[config.mk]
export PLATFORM = sky130hd
export DESIGN_NAME = encoder_output_streamer_flat
export DESIGN_NICKNAME = d
export VERILOG_FILES = /design/src/rtl/encoder_output_streamer_if.sv /design/src/rtl/encoder_output_streamer.sv /design/src/flat_wrapper.sv
export SDC_FILE = /design/constraint.sdc
export NUM_CORES = 2
export LEC_CHECK = 0
export CAP_MARGIN = 20
export CORE_AREA = 2 2 650 652
export CTS_CLUSTER_DIAMETER = 150
export DETAILED_ROUTE_END_ITERATION = 10
export DIE_AREA = 0 0 652 654
export GPL_TIMING_DRIVEN = 1
export PLACE_DENSITY = 0.33
export SYNTH_ARGS = -nofsm -noshare
export SYNTH_HDL_FRONTEND = slang
export SYNTH_SLANG_ARGS = --single-unit
[constraint.sdc]
create_clock -name clk -period 2.7 [get_ports clk]
set_input_delay 0.54 -clock clk [delete_from_list [all_inputs] [get_ports clk]]
set_output_delay 0.54 -clock clk [all_outputs]
set_load 0.1 [all_outputs]
[src/rtl/encoder_output_streamer_if.sv]
// Word-stream bus between encoder_output_streamer (master) and its consumer (slave).
// out_parity is present only when STREAMER_PARITY_EN is defined.
interface encoder_output_streamer_if #(
  parameter int unsigned WORD_WIDTH = 64,
  parameter int unsigned IDX_BITS   = 5
);
  logic                  out_valid;
  logic                  out_ready;
  logic [WORD_WIDTH-1:0] out_data;
  logic [IDX_BITS-1:0]   out_index;
  logic                  out_last;
`ifdef STREAMER_PARITY_EN
  logic                  out_parity;
`endif

  modport master (
    output out_valid, out_data, out_index, out_last,
`ifdef STREAMER_PARITY_EN
    output out_parity,
`endif
    input  out_ready
  );

  modport slave (
    input  out_valid, out_data, out_index, out_last,
`ifdef STREAMER_PARITY_EN
    input  out_parity,
`endif
    output out_ready
  );
endinterface

[src/rtl/encoder_output_streamer.sv]
// Captures the encoder state on a rising enc_done and streams it out word 0 first.
// Optional STREAMER_PARITY_EN adds out_parity (even parity of the current word).
`ifndef NUM_CELLS
`define NUM_CELLS 1600
`endif

module encoder_output_streamer #(
  parameter int unsigned STATE_WIDTH = `NUM_CELLS,
  parameter int unsigned WORD_WIDTH  = 64,
  parameter int unsigned NUM_WORDS   = STATE_WIDTH / WORD_WIDTH,
  parameter int unsigned IDX_BITS    = $clog2(NUM_WORDS)
) (
  input  logic                   clk,
  input  logic                   rst,
  input  logic                   enc_done,
  input  logic [STATE_WIDTH-1:0] enc_data,
  encoder_output_streamer_if.master out_if,
  output logic                   busy,
  output logic                   overrun
);

  localparam logic [IDX_BITS-1:0] LAST_IDX = IDX_BITS'(NUM_WORDS - 1);

  typedef enum logic {
    IDLE,
    STREAM
  } state_t;

  state_t                 state_q, state_d;
  logic                   done_q;
  logic [STATE_WIDTH-1:0] buffer;
  logic [IDX_BITS-1:0]    index_q;
  logic                   capture;
  logic                   handshake;
  logic                   at_last;

  assign capture   = enc_done & ~done_q;
  assign handshake = out_if.out_valid & out_if.out_ready;
  assign at_last   = (index_q == LAST_IDX);

  always_comb begin
    state_d = state_q;
    unique case (state_q)
      IDLE:   if (capture) state_d = STREAM;
      STREAM: if (handshake && at_last) state_d = IDLE;
      default: state_d = IDLE;
    endcase
  end

  always_ff @(posedge clk) begin
    if (!rst) begin
      state_q <= IDLE;
      done_q  <= 1'b0;
      buffer  <= '0;
      index_q <= '0;
      overrun <= 1'b0;
    end else begin
      state_q <= state_d;
      done_q  <= enc_done;
      if (state_q == IDLE && capture) begin
        buffer  <= enc_data;
        index_q <= '0;
      end else if (handshake) begin
        // Shifting drains the buffer to zero, so out_data reads 0 once idle again.
        buffer  <= buffer >> WORD_WIDTH;
        index_q <= at_last ? '0 : index_q + 1'b1;
      end
      if (state_q == STREAM && capture) overrun <= 1'b1;
    end
  end

  assign busy             = (state_q != IDLE);
  assign out_if.out_valid = (state_q == STREAM);
  assign out_if.out_data  = buffer[WORD_WIDTH-1:0];
  assign out_if.out_index = index_q;
  assign out_if.out_last  = at_last & out_if.out_valid;
`ifdef STREAMER_PARITY_EN
  assign out_if.out_parity = out_if.out_valid & (^out_if.out_data);
`endif

endmodule

[src/flat_wrapper.sv]
// flat-port wrapper written by rule: the top's interface ports become plain ports
module encoder_output_streamer_flat 
#(
  parameter int unsigned STATE_WIDTH = `NUM_CELLS,
  parameter int unsigned WORD_WIDTH  = 64,
  parameter int unsigned NUM_WORDS   = STATE_WIDTH / WORD_WIDTH,
  parameter int unsigned IDX_BITS    = $clog2(NUM_WORDS)
)
  (clk, rst, enc_done, enc_data, busy, overrun, out_if_out_valid, out_if_out_data, out_if_out_index, out_if_out_last, out_if_out_ready);
  encoder_output_streamer_if #(.WORD_WIDTH(WORD_WIDTH), .IDX_BITS(IDX_BITS)) out_if_i ();
  input  logic clk;
  input  logic rst;
  input  logic enc_done;
  input  logic [STATE_WIDTH-1:0] enc_data;
  output logic busy;
  output logic overrun;
  output wire logic [$bits(out_if_i.out_valid)-1:0] out_if_out_valid;
  output wire logic [$bits(out_if_i.out_data)-1:0] out_if_out_data;
  output wire logic [$bits(out_if_i.out_index)-1:0] out_if_out_index;
  output wire logic [$bits(out_if_i.out_last)-1:0] out_if_out_last;
  input wire logic [$bits(out_if_i.out_ready)-1:0] out_if_out_ready;
  assign out_if_out_valid = out_if_i.out_valid;
  assign out_if_out_data = out_if_i.out_data;
  assign out_if_out_index = out_if_i.out_index;
  assign out_if_out_last = out_if_i.out_last;
  assign out_if_i.out_ready = out_if_out_ready;
  encoder_output_streamer #(.STATE_WIDTH(STATE_WIDTH), .WORD_WIDTH(WORD_WIDTH), .NUM_WORDS(NUM_WORDS), .IDX_BITS(IDX_BITS)) u_core (.clk(clk), .rst(rst), .enc_done(enc_done), .enc_data(enc_data), .out_if(out_if_i), .busy(busy), .overrun(overrun));
endmodule
# Word-level counts from Yosys, hierarchy flattened
# Cells that the tools add are included.
# op_classes
bitwise_logic,6
n_eq_ne,1
addsub,1
reduce_logical,5
mux,6
# ops
operator,n
$mux 1600,2
$add 5x1->5 const B,1
$eq 5x5->1 const B,1
$mux 5,1
$and 1x1->1,3
$logic_and 1x1->1,3
$not 1->1,3
$mux 1,2
$pmux 1 s2,1
$reduce_bool 2->1,1
$reduce_or 2->1,1
# word_totals
word_cells,24
register_bits,1608
output_inout_bits,73
in_bits,1604

# Depth between registers and ports, before layout
# logic_depth
ltp_word,4
depth_mapped,8
depth_no_buf,5

# Worst setup path after synthesis
# Ideal clock, no wire load.
# synth_timing
path_type,register to output
startpoint,"register u_core.index_q[3], in the netlist u_core.out_if.out_index[3]"
endpoint,output port out_if_out_last
required_time_ns,2.160
t_arrival_ns,2.546
setup_slack_ns,-0.386
path_buffers,0
stages_incl_launch_ff,3
path_cell_list,dfxtp_1 > nand4b_1 > nor2_1
# synth_via
elab_chain_cells,2
# synth_lines
element,line_no,source
from (decl),encoder_output_streamer.sv:32,logic [IDX_BITS-1:0] index_q;
from (signal assigned),encoder_output_streamer.sv:66,index_q <= at_last ? '0 : index_q + 1'b1;
$eq 5x5->1,encoder_output_streamer.sv:39,assign at_last = (index_q == LAST_IDX);
$and 1x1->1,encoder_output_streamer.sv:76,assign out_if.out_last = at_last & out_if.out_valid;
to (decl),flat_wrapper.sv:20,output wire logic [$bits(out_if_i.out_last)-1:0] out_if_out_last;
# Every way passes these cells.

# Worst setup path in the final report
# layout_timing
startpoint,"register u_core.index_q[0], in the netlist u_core.out_if.out_index[0]"
endpoint,output port out_if_out_last
# Same word-level chain as after synthesis.

==> metrics <==
asr flop ratio synth=0%; htree depth=4; Peak VDD IR=542 uV; fin crit period=2.52 ns; final hold viol count=0; pin count of the biggest net entering global routing=174; CP cell instances=inv_1 > ha_1 > nand4b_1 > nor2_2 > buf_12; final WL=439 mm; Final Max Slew Viols=0; nets=10500; PwrDens=653 nW/um2; Most used DFF post-synth=dfxtp_1; mean number of vias per cell=4.63; vias post-DR=68000; DRC=0; Synth cell types=26; initial antenna violation count=400; # fillers=45400; port bufs=1676; Crit path max-delay family=simple AND/OR/NAND/NOR gates; DR WL/cell=29.9 um; Post-Syn Nets=9062; number of global-route vias before repair=67300; GRT Total Usage=19.6%; Worst slew margin=38.9%; post-route worst setup slack=0.179 ns; critical-path maximum fanout=2; P&R area growth vs syn=45.4%; pre-CTS setup slack=-0.164 ns; post-synthesis sequential area ratio=46.5%; maximum buffer depth of the clock tree=4; fmax=0.397 GHz; core area=419000 um2; die extent in x=652 um; HP Class=in2reg; overflow left after global routing=0; Worst Tran Pin Value=0.917 ns; routability cong.=0.887; DRT Pass-1 Iters=8; final non-filler cell total=14700; root buffer cell=clkbuf_16; Starting DRT DRC Count=5287; crit-path max cell delay=0.34 ns; worst skew pair latency=0.94 ns; multiplexer share of the synthesized area=0%; Synth Register Bits=1608; largest family of logic cells by synthesized area=compound AO/OA/AOI/OAI gates; synthesized area=69200 um2; Initial Utilization=16.5%; first-pass GRT wire length=585 mm; ANT nets after route=0; post-synthesis compound-gate area fraction=33.8%; CP bufs+invs=2; WP data required=2.16 ns; die area=426000 um2; Crit path arrival time=1.98 ns; Lkg Pwr=32.8 nW; Post-Synth Simple-Gate Area=12.3%; clock sinks=1608; die height=654 um; CTS Buf Count=214; Post-DP HPWL=343 mm; adder-cell share of the synthesized area=0.0362%; crit path kind=reg2out; CTS tree=built; Synth Instances=7456; RSZ-0062 raised after global routing=false; # setup viols final=0; Post-Route Hold Slack=0.198 ns; fin util=24.0%; CP startpoint kind=flop; CP Capture Type=output port; Std-Cell Rows=238; clock skew=0.116 ns; Setup TNS=0 ns; outcome=completed; synth warn=0; Reg clk slew, reported paths=0.06 ns; # Max-Cap Violations=0; number of synthesized flops with an enable pin=0; # IOs=1677; syn_area_per_cell=9.28 um2; Synth Area in XOR/XNOR=0.0127%; Critical Path Slowest Stage Cell=dfxtp_4; final period utilization=93.4%; share of cells above drive strength 1=9.72%; Placed Instances=14200
## metrics by stage
stage / area (um2) / total power, mW
floorplan: 69200 / 31.2
global placement: 93200 / 37.0
detailed placement: 93200 / 37.1
CTS: 100000 / 67.0
global route: 100000 / 68.4
finish: 101000 / 65.7
## synth_stat cells, types with 2 or more instances
library cell | n | area share, %
a21boi_0 | 1330 | 14
a21boi_1 | 206 | 2.2
a21oi_1 | 5 | 0.036
a22oi_1 | 1472 | 16
a31oi_1 | 64 | 0.58
and2_1 | 2 | 0.018
buf_1 | 27 | 0.15
buf_2 | 407 | 2.9
buf_4 | 87 | 0.94
buf_6 | 91 | 1.5
clkbuf_1 | 337 | 1.8
dfxtp_1 | 1608 | 47
ha_1 | 2 | 0.036
inv_1 | 3 | 0.016
nand2_1 | 198 | 1.1
nand3_1 | 1539 | 11
nor2_1 | 2 | 0.011
nor2b_1 | 2 | 0.018
o21ai_0 | 66 | 0.48
or3_1 | 2 | 0.018
## state kept, by name, summed over array words and instances, names as in the netlist
register / cells
u_core.buffer: 1600
u_core.overrun: 1
u_core.done_q: 1
u_core.busy: 1
u_core.out_if.out_index: 5
## power by group
group	leakage [nW]	switching, mW	internal [mW]
logic	16.2	5.14	4.69
registers	13.2	1.32	25.3
clock network	3.48	12.1	17.2
## what timing repair did
| item | in CTS | in global routing |
|---|---|---|
| pin swaps | 1 | 1 |
| buffers inserted | 2 | 0 |
| gates resized for setup | 6 | 0 |
| setup endpoints to repair | 1 | 1 |
| endpoints found under the hold margin | 12 | 0 |
| hold buffers | 1 | 0 |
## tightest hold or removal path: cells and delay by family
kind	cells	cell delay, ns
AO/OA/AOI/OAI	1	0.06
buffers and inverters	1	0.40
AND/OR/NAND/NOR	1	0.05
## worst paths after layout
kind         slack [ns]  depth (start not counted)                               startpoint                               end
max reg2reg        0.57                          7                   u_core.busy$_SDFF_PN0_   u_core.buffer[811]$_SDFFE_PN0P_
min                0.20                          3                           enc_data[1584]  u_core.buffer[1584]$_SDFFE_PN0P_
min reg2reg        0.46                          2          u_core.buffer[530]$_SDFFE_PN0P_   u_core.buffer[530]$_SDFFE_PN0P_
max                0.18                          5  u_core.out_if.out_index[0]$_SDFFE_PP0P_                   out_if_out_last
## kinds of logic after synthesis
logic type | Yosys count
XOR/XNOR | 1
buffers and inverters | 952
AO/OA/AOI/OAI | 3145
adder cells (fa/ha/maj) | 2
AND/OR/NAND/NOR | 1748
flip-flops | 1608
## placed cells by master (no fill, tap or decap), types with 2 or more instances in the layout
cell type           n
a21boi_0         1330
a21boi_1          206
a21oi_1             5
a22oi_1          1472
a31oi_1            64
buf_12            164
buf_4             378
bufinv_16          10
clkbuf_1           61
clkbuf_16         217
clkbuf_8           56
clkdlybuf4s50_1  1602
clkinv_2           30
clkinv_4            2
clkinv_8            3
clkinvlp_4          4
dfxtp_1          1606
diode_2           117
ha_1                2
inv_1               3
inv_6               4
nand2_1           197
nand3_1          1539
nor2b_1             2
o21ai_0            66
or3_1               2
## metal layers
metal / vias to the layer above / routed length (um) / share of wire, % / track usage [%]
met4: 228 / 16600 / 3.8 / 7.72
met1: 33400 / 159000 / 36 / 20.6
met5: - / 1460 / 0.33 / 0
met2: 2370 / 230000 / 52 / 36.0
met3: 956 / 31900 / 7.3 / 6.04
li1: 31000 / - / - / -
## layout make-up
type | instances | area (um2) | area share [%]
timing repair buffer | 2146 | 22200 | 22.1
clock inverter | 55 | 632 | 0.628
multi-input combinational | 4896 | 31900 | 31.7
sequential | 1608 | 32200 | 32.0
clock buffer | 334 | 6430 | 6.39
antenna | 117 | 293 | 0.291
inverter | 3 | 11.3 | 0.0112
tap | 5520 | 6910 | 6.87
No activity file was read; power rests on OpenSTA's default activity.
